File: src/rtl/nco_sweep_ctrl.sv
// Frequency-sweep controller: loads start_word, then adds step_word every dwell period for num_steps steps.
// Optional build macro SWEEP_LOOP_EN: restart from start_word indefinitely instead of signalling done.
module nco_sweep_ctrl #(
  parameter int unsigned WIDTH = 32,
  parameter int unsigned CNT_W = 16
) (
  input  logic             clk,
  input  logic             rst,
  input  logic             start,
  input  logic             stop,
  input  logic [WIDTH-1:0] start_word,
  input  logic [WIDTH-1:0] step_word,
  input  logic [CNT_W-1:0] num_steps,
  input  logic [CNT_W-1:0] dwell,
  output logic [WIDTH-1:0] freq_word_out,
  output logic             freq_we_out,
  output logic             busy,
  output logic             done
);

  typedef enum logic [1:0] {
    S_IDLE  = 2'd0,
    S_DWELL = 2'd1,
    S_DONE  = 2'd2
  } state_t;

  state_t           r_state;
  logic [WIDTH-1:0] r_start_word;
  logic [WIDTH-1:0] r_step_word;
  logic [CNT_W-1:0] r_num_steps;
  logic [CNT_W-1:0] r_dwell_m1;
  logic [CNT_W-1:0] r_step_cnt;
  logic [CNT_W-1:0] r_dwell_cnt;
  logic [WIDTH-1:0] r_freq_word;
  logic             r_freq_we;
  logic             r_busy;
  logic             r_done;

  logic [CNT_W-1:0] w_dwell_m1;
  logic             w_last_step;
  logic [WIDTH-1:0] w_next_word;

  // A dwell of zero behaves as a dwell of one cycle.
  assign w_dwell_m1  = (dwell == '0) ? '0 : CNT_W'(dwell - CNT_W'(1));
  assign w_last_step = (r_step_cnt == r_num_steps);
  assign w_next_word = WIDTH'(r_freq_word + r_step_word);

  always_ff @(posedge clk or posedge rst) begin
    if (rst) begin
      r_state      <= S_IDLE;
      r_start_word <= '0;
      r_step_word  <= '0;
      r_num_steps  <= '0;
      r_dwell_m1   <= '0;
      r_step_cnt   <= '0;
      r_dwell_cnt  <= '0;
      r_freq_word  <= '0;
      r_freq_we    <= 1'b0;
      r_busy       <= 1'b0;
      r_done       <= 1'b0;
    end else begin
      r_freq_we <= 1'b0;
      r_done    <= 1'b0;
      if (stop) begin
        // Abort: word output holds its last value, no done pulse.
        r_state <= S_IDLE;
        r_busy  <= 1'b0;
      end else begin
        case (r_state)
          S_IDLE: begin
            if (start) begin
              r_start_word <= start_word;
              r_step_word  <= step_word;
              r_num_steps  <= num_steps;
              r_dwell_m1   <= w_dwell_m1;
              r_freq_word  <= start_word;
              r_freq_we    <= 1'b1;
              r_busy       <= 1'b1;
              r_step_cnt   <= '0;
              r_dwell_cnt  <= w_dwell_m1;
              r_state      <= S_DWELL;
            end
          end
          S_DWELL: begin
            if (r_dwell_cnt != '0) begin
              r_dwell_cnt <= CNT_W'(r_dwell_cnt - CNT_W'(1));
            end else if (!w_last_step) begin
              r_freq_word <= w_next_word;
              r_freq_we   <= 1'b1;
              r_step_cnt  <= CNT_W'(r_step_cnt + CNT_W'(1));
              r_dwell_cnt <= r_dwell_m1;
            end else begin
`ifdef SWEEP_LOOP_EN
              r_freq_word <= r_start_word;
              r_freq_we   <= 1'b1;
              r_step_cnt  <= '0;
              r_dwell_cnt <= r_dwell_m1;
`else
              r_busy  <= 1'b0;
              r_done  <= 1'b1;
              r_state <= S_DONE;
`endif
            end
          end
          S_DONE: begin
            r_state <= S_IDLE;
          end
          default: begin
            r_state <= S_IDLE;
            r_busy  <= 1'b0;
          end
        endcase
      end
    end
  end

  assign freq_word_out = r_freq_word;
  assign freq_we_out   = r_freq_we;
  assign busy          = r_busy;
  assign done          = r_done;

endmodule

File: config.mk
export PLATFORM = sky130hd
export DESIGN_NAME = nco_sweep_ctrl
export DESIGN_NICKNAME = d
export VERILOG_FILES = /design/src/rtl/nco_sweep_ctrl.sv
export SDC_FILE = /design/constraint.sdc
export NUM_CORES = 1
export LEC_CHECK = 0
export ABC_AREA = 1
export CORE_MARGIN = 2
export CORE_UTILIZATION = 50
export DETAILED_ROUTE_END_ITERATION = 10
export PLACE_DENSITY = 0.74
export SLEW_MARGIN = 20
export SYNTH_ARGS = -nofsm -noshare
export SYNTH_HDL_FRONTEND = slang
export SYNTH_SLANG_ARGS = --single-unit
export TNS_END_PERCENT = 10
File: constraint.sdc
create_clock -name clk -period 10.4 [get_ports clk]
set_clock_uncertainty 0.2 [all_clocks]
set_input_delay 1.56 -clock clk [delete_from_list [all_inputs] [get_ports clk]]
set_output_delay 1.56 -clock clk [all_outputs]
set_load 0.01 [all_outputs]
## Word-level counts from Yosys, hierarchy flattened

Index checks and enable logic that the tools add are counted.

- Bits in registers: 133
- Bits of input ports: 100
- Output and inout bits: 35
- Word-level logic and storage cells: 67

- Add/sub/neg operators: 4
- Eq/ne operators: 11
- Multiplexer cells: 32
- Bitwise logic cells: 1
- Reduce and logical (&&, ||, !) cells: 9

Operator list:

| cell | number |
|---|---|
| 16-bit 2-to-1 mux | 7 |
| 32-bit 2-to-1 mux | 3 |
| 16-bit case mux with 2 select lines | 2 |
| 32-bit case mux with 2 select lines | 1 |
| 32-bit adder | 1 |
| 16-bit by 1-bit subtractor with 16-bit output (second input constant) | 2 |
| 16-bit by 1-bit adder with 16-bit output (second input constant) | 1 |
| 16-bit == test | 1 |
| 16-bit logical NOT | 1 |
| 16-bit nonzero test | 1 |
| 1-bit 2-to-1 mux | 12 |
| 3-bit != test (second input constant) | 4 |
| 2-bit 2-to-1 mux | 4 |
| 2-bit != test (second input constant) | 4 |
| 4-bit AND reduction | 2 |
| 3-bit AND reduction | 2 |
| 5-bit AND reduction | 1 |
| 2-bit case mux with 2 select lines | 1 |
| 1-bit case mux with 3 select lines | 1 |
| 2-bit by 1-bit == test with 1-bit output (second input constant) | 1 |
| 2-bit == test (second input constant) | 1 |
| 2-bit logical NOT | 1 |
| 1-bit case mux with 2 select lines | 1 |
| 2-bit nonzero test | 1 |
| 1-bit inverter | 1 |

## Logic depth before layout (Yosys ltp)

Gate-level depths: netlist (run 1).

- Depth after elaboration: 5
- Gate-level depth with buffers: 15

## Worst setup path before layout (run 1)

No wires, ideal clock.

- Kind: input to register
- From: input dwell[0]
- To: register r_dwell_cnt[10]
- Setup time: 0.065 ns
- Arrival: 2.750 ns
- Slack: 7.385 ns
- Stages on the path: 10
- Cell sequence: inv_1 > ha_1 > nand2_1 > nor2_1 > nand2_1 > clkbuf_1 > nand3_1 > o21ai_0 > nand2_1 > nand2_1

- Cells in the longest elaborated chain, start to end: 4
- Elaborated cells between the ends (all ways): 5
- Those cells by class: add/sub (1); mux (3); reduce/logical (1)

Ends and longest elaborated chain:

| item | line | text |
|---|---|---|
| start, declared | 14 | `input logic [CNT_W-1:0] dwell,` |
| 16-bit by 1-bit subtractor with 16-bit output or 16-bit logical NOT (tied branches) | 44 | `assign w_dwell_m1 = (dwell == '0) ? '0 : CNT_W'(dwell - CNT_W'(1));` |
| 16-bit 2-to-1 mux (*) | 44 |  |
| 16-bit 2-to-1 mux (*) | 71 | `if (start) begin` |
| 16-bit case mux with 2 select lines (*) | 69 | `case (r_state)` |
| end signal, assigned | 80 | `r_dwell_cnt <= w_dwell_m1;` |
| end signal, assigned | 86 | `r_dwell_cnt <= CNT_W'(r_dwell_cnt - CNT_W'(1));` |
| end signal, assigned | 91 | `r_dwell_cnt <= r_dwell_m1;` |
| end, declared | 33 | `logic [CNT_W-1:0] r_dwell_cnt;` |

Mark *: on every way between the ends. The rest lies on a longest branch, timed or not. The select of a mux whose other input is x is not followed.
A chain may end at the register's enable or synchronous reset.

## Worst setup path after layout (run 1)

- From: input stop
- To: register r_step_cnt[13]

- Cells in the longest elaborated chain, start to end: 2

Ends and longest elaborated chain:

| item | line | text |
|---|---|---|
| start, declared | 10 | `input logic stop,` |
| 1-bit inverter (no line) | - |  |
| 5-bit AND reduction (no line) | - |  |
| end signal, assigned | 90 | `r_step_cnt <= CNT_W'(r_step_cnt + CNT_W'(1));` |
| end, declared | 32 | `logic [CNT_W-1:0] r_step_cnt;` |

Every way passes these cells.

==> results.md, run 1 <==
* CP Buf/Inv Count at 3
* ANT nets after route at 0
* H-tree levels at 4
* Post-route cell area at 11600 um2
* Critical path's slowest cell: clkdlybuf4s50_1
* DR WL/cell at 13.6 um
* Clock-pin slew on the worst setup and hold paths at ~0.060 ns
* Top-Level Pins at 135
* Sink Count at roughly 130
* Crit-path max cell delay at 0.61 ns
* DRC at 0
* Seq/Total Area, Yosys at 0.348
* Final Hold Fails at 0
* Hold_buf cts at 0
* Antenna violations before repair at 0
* Setup WS post-layout at 6.68 ns
* Critical path required time at 10.49 ns
* Initial core utilization at 0.510
* Num rows at 50
* Setup violators final at 0
* Synth Instances at 1511
* Hold Path Class: flip-flop to flip-flop
* Pleak at 6.13 nW
* Period utilization at 0.358
* CORE AREA at about 19000 um2
* Vias at 9525
* Die height at 142 um
* Cell Pwr Density at 176 nW/um2
* MaxCap Viol Count at 0
* Worst setup EP type: flip-flop
* Routed wire length at 25500 um
* Cells along the critical path: clkdlybuf4s50_1 -> clkinv_1 -> nand2_4 -> inv_2 -> nand2_1 -> o21ai_0
* Critical path class: input port to flip-flop
* Share of post-route cells with drive strength above 1 at 0.0438
* FF+latch count, synth at approximately 130
* Iteration-0 DRC Markers at around 630
* Syn Area/Cell at 6.33 um2
* VDD IR max at 0.114 mV
* Non-Filler Instances at 1876
* Startpoint Class: input port
* CP max FO at 56
* First-pass GRT wire length at 42900 um
* Syn Nets at between 1.5k and 2k
* # diodes at 0
* Worst-Margin Slew at between 0.9 and 1 ns
* Total gr overflow at 0
* DRT Pass-1 Iters at 5
* Slew Viols, Final at 0
* Power after layout at 0.00205 W
* DP Area at between 10000 and 15000 um2
* GP Congestion at 0.909
* Via-to-Cell Ratio at 5.08
* Die footprint at 20300 um2
* Status: finished, final reports clean
* Post-Synthesis Cell Area at 9560 um2
* Post-DP HPWL at around 19000 um
* Fin nets at 1769
* IO buf count at 134
* Synth warnings at 0
* Rel. slew slack at 0.396
* Post-cts sizing count at 0
* Total CTS buffers at 17
* DP Worst Slack at 6.18 ns
* Post-route setup TNS at 0 ns
* Die Width at 142 um
* Vias in the first global route at 8996
* Critical Path AT at 3.81 ns
* GRT Overall Usage at 0.263
* Fmax at between 0.2 and 0.3 GHz
* CTS root buf: clkbuf_16
* Post-CTS setup buffer count at 0
* Largest net degree at the start of global routing at 73
* Area added between synthesis and finish at 21.8%
* RSZ-0062 raised after global routing: no
* Clk_lat worst skew at approximately 0.43 ns
* Cells after DPL at 1847
* Netlist cell types at 40
* Minimum clock period at 3.72 ns
* Worst-case clock buffer depth at 2
* TritonCTS clock tree: yes
* Family with the most delay on the worst path: buffers and inverters
Yosys cell counts (all sizes together):
master / count / area share
nand2: 671 / 0.27
inv: 189 / 0.074
nor2: 141 / 0.061
dfrtp: 133 / 0.35
nand3: 104 / 0.055
o21ai: 73 / 0.038
ha: 36 / 0.047
clkbuf: 20 / 0.0078
nand4: 20 / 0.013
nor3: 20 / 0.010
a21oi: 18 / 0.0094
xor2: 17 / 0.016
buf: 16 / 0.011
xnor2: 10 / 0.0092
nand3b: 8 / 0.0063
o211ai: 7 / 0.0055
or2: 6 / 0.0039
o21bai: 4 / 0.0031
and2: 3 / 0.0020
and3: 3 / 0.0020
nor4: 2 / 0.0013
o22ai: 2 / 0.0013
o31ai: 2 / 0.0016
a211oi: 1 / 0.00079
a21o: 1 / 0.00079
a31o: 1 / 0.00092
clkinv: 1 / 0.00039
fa: 1 / 0.0021
o221ai: 1 / 0.00092
worst reg2reg max path: stages, from the launching register on:
cell and delay, ns:
dfrtp_1 0.38, inv_1 0.14, ha_1 0.24, nand3_1 0.11, nor2_2 0.15, nand2_4 0.13
nor2_8 0.16, nand2_2 0.09, nand2_4 0.10, nand2_4 0.35, inv_2 0.67, o21ai_0 0.17
metal layers:
| metal | vias to the layer above | wire length, um | GRT usage |
|---|---|---|---|
| li1 | 4945 | - | - |
| met2 | 174 | 12600 | 0.465 |
| met5 | - | 0 | 0 |
| met1 | 4374 | 11600 | 0.337 |
| met4 | 0 | 462 | 0.0683 |
| met3 | 32 | 865 | 0.0424 |
power breakdown:
part | internal [W] | leakage (nW) | switching (W)
Sequential | 0.000603 | 1.68 | 0.0000709
Clock | 0.000374 | 0.289 | 0.000239
Combinational | 0.000307 | 4.16 | 0.000457
Total | 0.00128 | 6.13 | 0.000767
worst paths after layout:
check | slack [ns] | depth (start not counted) | to | startpoint
min in group asynchronous | 1.49 | 2 | r_dwell_cnt[11] | rst
worst min-delay path | 0.27 | 2 | busy | busy
worst max register to register | 7.38 | 11 | r_step_cnt[6] | r_dwell_cnt[0]
max in group asynchronous | 7.16 | 3 | r_step_cnt[6] | rst
worst min register to register | 0.27 | 2 | busy | busy
worst max-delay path | 6.68 | 6 | r_step_cnt[13] | stop
final cells by class:
| type | count | area, um2 |
|---|---|---|
| clock buffers | 17 | 425 |
| clock inverters | 12 | 158 |
| fillers | 1823 | 7120 |
| inverters | 190 | 716 |
| multi-input cells | 1152 | 5360 |
| flip-flops and latches | 133 | 3330 |
| well taps | 234 | 293 |
| repair buffers | 138 | 1370 |
layout by cell type (no fill, tap or decap), types with 2 or more instances in the layout:
cell,netlist,layout
a21oi_1,18,18
and2_1,3,3
and3_1,3,3
buf_4,6,4
bufinv_16,0,3
clkbuf_16,0,17
clkdlybuf4s50_1,0,134
clkinv_2,0,3
clkinv_4,0,4
dfrtp_1,133,133
ha_1,36,36
inv_1,182,181
inv_2,7,7
inv_6,0,2
nand2_1,665,665
nand2_2,2,2
nand2_4,4,4
nand3_1,103,103
nand3b_1,8,8
nand4_1,20,20
nor2_1,125,124
nor2_2,14,13
nor2_4,1,3
nor3_1,20,20
nor4_1,2,2
o211ai_1,7,7
o21ai_0,65,65
o21ai_1,8,8
o21bai_1,4,4
o22ai_1,2,2
o31ai_1,2,2
or2_2,6,6
xnor2_1,10,10
xor2_1,17,17
state kept, by name, summed over array words and instances, names as in the netlist:
register,cells
r_num_steps,16
r_dwell_cnt,16
busy,1
r_step_cnt,16
r_state,2
freq_word_out,32
r_dwell_m1,16
freq_we_out,1
done,1
r_step_word,32
per-stage QoR:
stage	util	hold WS [ns]
after floorplan	-	0.246
after global placement	0.590	0.261
after detailed placement	0.590	0.260
after CTS	0.621	0.276
after global routing	0.621	0.299
final	0.621	0.272
cell families (layout without fill, tap and decap cells):
kind of cell	Yosys count	in the layout	share of synthesized area
compound gates	110	110	0.0625
xor+xnor	27	27	0.0247
fa+ha+maj	37	37	0.0492
simple gates	978	978	0.422
buf+inv	226	357	0.0931
flops	133	133	0.348
Power figures use the tool's default switching activity.
==> inputs of run 2 (changes only) <==
==> constraint.sdc (replaced) <==
create_clock -name clk -period 3.7 [get_ports clk]
set_clock_uncertainty 0.2 [all_clocks]
set_input_delay 0.555 -clock clk [delete_from_list [all_inputs] [get_ports clk]]
set_output_delay 0.555 -clock clk [all_outputs]
set_load 0.01 [all_outputs]
==> run 2 against run 1 <==
Net effect:
- cell area is 0.36% higher
- utilization is 0.23 points higher
- clock-buffer cell count is 2 higher
- flip-flop and latch count stayed put
- worst hold slack worse by 0.0061 ns
- sequential share of layout area is 0.10 points lower
- non-clock buffer count is 3 higher
- register-to-register slack worse by 6.5 ns
- combinational power grew to 2.8 times the previous value
- sequential power grew to 2.8 times the previous value
- setup slack worse by 5.8 ns
- routed wire length is 2.2% higher
- critical path type is now flip-flop to flip-flop
- critical endpoint is now r_step_cnt[5]
- largest cell class unchanged
- largest power group unchanged
==> results.md, run 2 (synthesis results as in run 1) <==
* Post-CTS setup buffer count at 0 (unchanged)
* Fmax at 0.355 GHz
* CORE AREA at 18800 um2 (unchanged)
* Critical Path AT at 2.89 ns (-0.92 ns)
* Final Hold Fails at 0 (unchanged)
* Commonest non-fill, non-tap cell in the layout: nand2_1
* CP max FO at 37 (-34%)
* Routed wire length at 26100 um (+2.2%)
* DP Area at 11100 um2 (+0.44%)
* Filler cells at 1823 (unchanged)
* Startpoint Class: flip-flop
* H-tree levels at 4 (unchanged)
* Post-route setup TNS at 0 ns (unchanged)
* Worst-Margin Slew at 0.874 ns (-0.0323 ns)
* Post-route cell area at 11700 um2 (+0.36%)
* First-pass GRT wire length at 43000 um (about the same)
* VDD IR max at 0.349 mV (+210%)
* Slew Viols, Final at 0 (unchanged)
* Status: finished, final reports clean
* Clock-pin slew on the worst setup and hold paths at 0.06 ns (about the same)
* Top-Level Pins at 135 (unchanged)
* Vias in the first global route at 8956 (-0.44%)
* DRC at 0 (unchanged)
* Period utilization at 0.760
* Critical path required time at 3.78 ns (-6.71 ns)
* Total CTS buffers at 17 (unchanged)
* Register Area at 3330 um2 (unchanged)
* Total gr overflow at 0 (unchanged)
* ANT nets after route at 0 (unchanged)
* DRT Pass-1 Iters at 5 (unchanged)
* Initial core utilization at 0.510 (unchanged)
* Multi-input logic area at 5360 um2 (unchanged)
* RSZ-0062 raised after global routing: no
* Worst-case clock buffer depth at 2 (unchanged)
* Die footprint at 20300 um2 (unchanged)
* Antenna violations before repair at 0 (unchanged)
* Iteration-0 DRC Markers at 674 (+6.8%)
* MaxCap Viol Count at 0 (unchanged)
* Hold_buf cts at 0 (unchanged)
* TritonCTS clock tree: yes
* Cell Pwr Density at 492 nW/um2 (+180%)
* Hold Path Class: flip-flop to flip-flop
* Crit path from: r_dwell_cnt[0]
* Largest net degree at the start of global routing at 68 (-6.8%)
* Num rows at 50 (unchanged)
* Rel. slew slack at 0.412 (+0.0162)
* Setup violators final at 0 (unchanged)
* GRT Overall Usage at 0.266 (+0.00230)
* Most frequent cells in the layout: 665 x nand2_1, 181 x inv_1, 134 x clkdlybuf4s50_1, 133 x dfrtp_1, 124 x nor2_1
* IO buf count at 134 (unchanged)
* Area added between synthesis and finish at 22.2%
* Sink Count at 133 (unchanged)
* DR WL/cell at 13.9 um (+1.9%)
* GP Congestion at 0.937 (+3.0%)
* Via-to-Cell Ratio at 5.11 (+0.63%)
* Pleak at 6.14 nW (+0.19%)
* Clk_lat worst skew at 0.43 ns (about the same)
* CTS root buf: clkbuf_16
* RR Startpoint: r_dwell_cnt[0]
* Minimum clock period at 2.81 ns
* Critical path class: flip-flop to flip-flop
* Post-DP HPWL at 19300 um (+4.0%)
* Worst setup EP type: flip-flop
* # diodes at 0 (unchanged)
* Core Util, Final at 0.623 (+0.00227)
* Die height at 142 um (unchanged)
* Share of post-route cells with drive strength above 1 at 0.0473 (+0.00348)
* Fin nets at 1772 (+0.17%)
* Worst hold slack at 0.266 ns (-0.00614 ns)
* Worst hold start: busy
* Die Width at 142 um (unchanged)
* Vias at 9616 (+0.96%)
* Post-cts sizing count at 0 (unchanged)
## run 2: changes by cell type in the layout (fill, tap and decap cells not counted), sizes merged
| cell | change |
|---|---|
| clkinvlp | +3 |
| buf | +3 |
| clkbuf | +2 |
| clkinv | -1 |
| bufinv | -2 |
| inv | +1 |
## run 2: worst paths after layout
path	to	slack [ns]	depth (start not counted)
setup / recovery	r_step_cnt[5]	0.89	11
hold / removal	busy	0.27	2
max in group asynchronous	r_step_word[28]	2.27	3
setup reg to reg	r_step_cnt[5]	0.89	11
min in group asynchronous	done	0.33	2
hold reg to reg	busy	0.27	2
## run 2: layout make-up
cell class / instances / share of cell area
Inverter: 190 / 0.0613
Sequential cell: 133 / 0.285
Tap cell: 234 / 0.0250
Clock buffer: 19 / 0.0387
Clock inverter: 13 / 0.0106
Multi-Input combinational cell: 1152 / 0.458
Timing Repair Buffer: 141 / 0.121
## run 2: through the flow
step	setup WS [ns]	cells	power (W)
after global routing	0.659	1882	0.00617
final	0.887	1882	0.00575
after floorplan	1.29	1511	0.00335
after detailed placement	0.800	1850	0.00407
after CTS	0.900	1882	0.00576
after global placement	0.878	1850	0.00402
## run 2: worst max-delay path, cell delays in order, from the launching register on
cell	delay (ns)
dfrtp_1	0.38
inv_1	0.13
ha_1	0.23
nand3_1	0.11
nor2_2	0.16
nand2_4	0.13
nor2_8	0.16
nand2_2	0.09
nand2_4	0.10
nand2_4	0.23
inv_2	0.56
o21ai_0	0.17
## run 2: report_power, final
| part | switching [W] | total (W) | leakage, nW | internal (W) |
|---|---|---|---|---|
| clock network | 0.000712 | 0.00168 | 0.282 | 0.000969 |
| registers | 0.000202 | 0.00190 | 1.68 | 0.00170 |
| logic | 0.00130 | 0.00217 | 4.18 | 0.000870 |
| total | 0.00222 | 0.00575 | 6.14 | 0.00353 |
## run 2: routing by layer
| metal | vias to the layer above | track usage | routed length, um |
|---|---|---|---|
| li1 | 4951 | - | - |
| met1 | 4388 | 0.352 | 11800 |
| met2 | 243 | 0.459 | 12700 |
| met3 | 34 | 0.0336 | 1110 |
| met4 | 0 | 0.0735 | 497 |
| met5 | - | 0 | 0 |
==> inputs of run 3 (changes only) <==
--- a/config.mk
+++ b/config.mk
@@ -9,7 +9,7 @@
 export CORE_MARGIN = 2
 export CORE_UTILIZATION = 50
 export DETAILED_ROUTE_END_ITERATION = 10
-export PLACE_DENSITY = 0.74
+export PLACE_DENSITY = 0.77
 export SLEW_MARGIN = 20
 export SYNTH_ARGS = -nofsm -noshare
 export SYNTH_HDL_FRONTEND = slang
==> constraint.sdc (replaced) <==
create_clock -name clk -period 2.3 [get_ports clk]
set_clock_uncertainty 0.2 [all_clocks]
set_input_delay 0.345 -clock clk [delete_from_list [all_inputs] [get_ports clk]]
set_output_delay 0.345 -clock clk [all_outputs]
set_load 0.01 [all_outputs]
==> run 3 against run 2 <==
Net effect:
- clock power increased by 74%
- combinational power increased by 86%
- flip-flop and latch count did not move
- register-to-register slack got worse by 0.82 ns
- die area stayed put
- fmax grew 26%
- critical path type unchanged
- largest power group unchanged
- sequential share of layout area fell by 2.2 points
- critical path depth grew 1
- non-clock buffer count rose by 68
- utilization grew 5.2 points
- worst hold slack worse by 0.019 ns
==> results.md, run 3 (synthesis results as in run 1) <==
* Period utilization at 0.971 (+0.211)
* Global route hottest layer: met2
* Iteration-0 DRC Markers at 695 (+3.1%)
* Worst hold start: step_word[14]
* Routed wire length at 27000 um (+3.5%)
* Num rows at 50 (unchanged)
* Rel. slew slack at 0.697 (+0.284)
* Die height at 142 um (unchanged)
* Top-Level Pins at 135 (unchanged)
* Most frequent cells in the layout: 654 x nand2_1, 181 x inv_1, 134 x clkdlybuf4s50_1, 129 x dfrtp_1, 123 x nor2_1
* DR WL/cell at 13.9 um (-0.12%)
* MaxCap Viol Count at 0 (unchanged)
* TritonCTS clock tree: yes
* Initial core utilization at 0.510 (unchanged)
* RR Startpoint: r_step_word[3]
* First-pass GRT wire length at 43400 um (+0.95%)
* CORE AREA at 18800 um2 (unchanged)
* Die Width at 142 um (unchanged)
* Non-Filler Instances at 1950 (+3.6%)
* CP max FO at 5 (-86%)
* Post-route setup TNS at 0 ns (unchanged)
* Largest net degree at the start of global routing at 74 (+8.8%)
* Vias in the first global route at 9261 (+3.4%)
* GRT Overall Usage at 0.267 (+0.00123)
* CTS root buf: clkbuf_16
* Fin nets at 1840 (+3.8%)
* Area added between synthesis and finish at 32.5%
* GP Congestion at 0.948 (+1.2%)
* Via-to-Cell Ratio at 5.15 (+0.78%)
* Minimum clock period at 2.23 ns (-0.579 ns)
* Cells after DPL at 1914 (+3.5%)
* Total gr overflow at 0 (unchanged)
* IO buf count at 134 (unchanged)
* Sink Count at 133 (unchanged)
* H-tree levels at 4 (unchanged)
* RSZ-0062 raised after global routing: yes
* DP Area at 11700 um2 (+5.0%)
* Clk_lat worst skew at 0.43 ns (about the same)
* Fmax at 0.448 GHz (+26%)
* Met1 Use GR at 0.334 (-0.0186)
* Critical Path AT at 2.35 ns (-0.54 ns)
* Setup violators final at 0 (unchanged)
* Final Hold Fails at 0 (unchanged)
* Cell Pwr Density at 793 nW/um2 (+61%)
* Die footprint at 20300 um2 (unchanged)
* Slew Viols, Final at 0 (unchanged)
* DRC at 0 (unchanged)
* Total CTS buffers at 17 (unchanged)
* Critical path class: flip-flop to flip-flop
* Vias at 10.0k (+4.4%)
* VDD IR max at 0.572 mV (+64%)
* Share of post-route cells with drive strength above 1 at 0.114 (+0.0663)
* Startpoint Class: flip-flop
* Core Util, Final at 0.675 (+0.0521)
* ANT nets after route at 0 (unchanged)
* Worst-Margin Slew at 0.455 ns (-0.418 ns)
* # diodes at 0 (unchanged)
* Post-route cell area at 12700 um2 (+8.4%)
* Post-DP HPWL at 20000 um (+3.2%)
* Clock-pin slew on the worst setup and hold paths at 0.07 ns (about the same)
* Critical path required time at 2.42 ns (-1.36 ns)
* Hold Path Class: input port to flip-flop
* DRT Pass-1 Iters at 5 (unchanged)
* Worst setup EP type: flip-flop
* Met3 Usage GRT at 0.0448 (+0.0111)
* M2 GR Usage at 0.475 (+0.0155)
* Pleak at 6.55 nW (+6.7%)
* Commonest non-fill, non-tap cell in the layout: nand2_1
* Crit path from: r_step_word[3]
* Antenna violations before repair at 0 (unchanged)
* Status: finished, final reports clean
* Worst-case clock buffer depth at 2 (unchanged)
==> run 3: cell count changes in the layout (fill, tap and decap cells not counted), moves of 7 or more <==
cell     before  now
buf_4         5   65
ha_1         36   17
ha_4          0   14
nand2_1     665  654
nand2_2       2   11
nand3_1     103   96
==> run 3: path summary, 6_finish.rpt <==
check | endpoint | slack [ns] | cells after the start
max reg2reg | freq_word_out[15] | 0.07 | 12
min in group asynchronous | freq_we_out | 0.52 | 3
min reg2reg | busy | 0.28 | 2
max | freq_word_out[15] | 0.07 | 12
min | r_step_word[14] | 0.25 | 3
max in group asynchronous | r_step_word[28] | 0.75 | 4
==> run 3: routing by layer <==
| metal | share of wire | vias to the layer above |
|---|---|---|
| li1 | - | 5096 |
| met1 | 0.43 | 4632 |
| met2 | 0.50 | 268 |
| met3 | 0.048 | 45 |
| met4 | 0.020 | 0 |
| met5 | 0 | - |
==> run 3: worst max-delay path, stage by stage, from the launching register on <==
cell and delay [ns]:
dfrtp_1 0.41, ha_2 0.39, nand2_1 0.11, nor2_1 0.17
nand2_1 0.07, nand2_1 0.16, nand2_1 0.11, nand2_1 0.12
nand2_1 0.07, nand3_1 0.11, nand2_1 0.07, nand2_1 0.08
nand2_1 0.05
==> run 3: per-stage QoR <==
step           power, W  hold WS [ns]  worst slack [ns]
6_report         0.0101         0.247            0.0661
3_3_place_gp    0.00670         0.258           -0.0302
2_1_floorplan   0.00539         0.211            0.0266
3_5_place_dp    0.00678         0.262            -0.120
5_1_grt          0.0107         0.264           -0.0389
4_1_cts         0.00976         0.243           0.00387
==> run 3: cell type report <==
class | count | area (um2)
well taps | 234 | 293
fillers | 1641 | 6100
inverters | 190 | 717
clock inverters | 15 | 208
clock buffers | 17 | 425
flip-flops and latches | 133 | 3330
multi-input cells | 1152 | 5680
repair buffers | 209 | 2010
==> run 3: power breakdown <==
| group | internal [W] | switching [W] |
|---|---|---|
| clock network | 0.00167 | 0.00126 |
| registers | 0.00273 | 0.000352 |
| logic | 0.00178 | 0.00226 |
| total | 0.00618 | 0.00387 |
==> run 3: what timing repair did <==
item,in CTS,in global routing
setup endpoints to repair,5,31
resized for setup,5,54
setup buffers,0,3
pin swaps,0,8
hold buffers,1,0
endpoints found under the hold margin,1,0
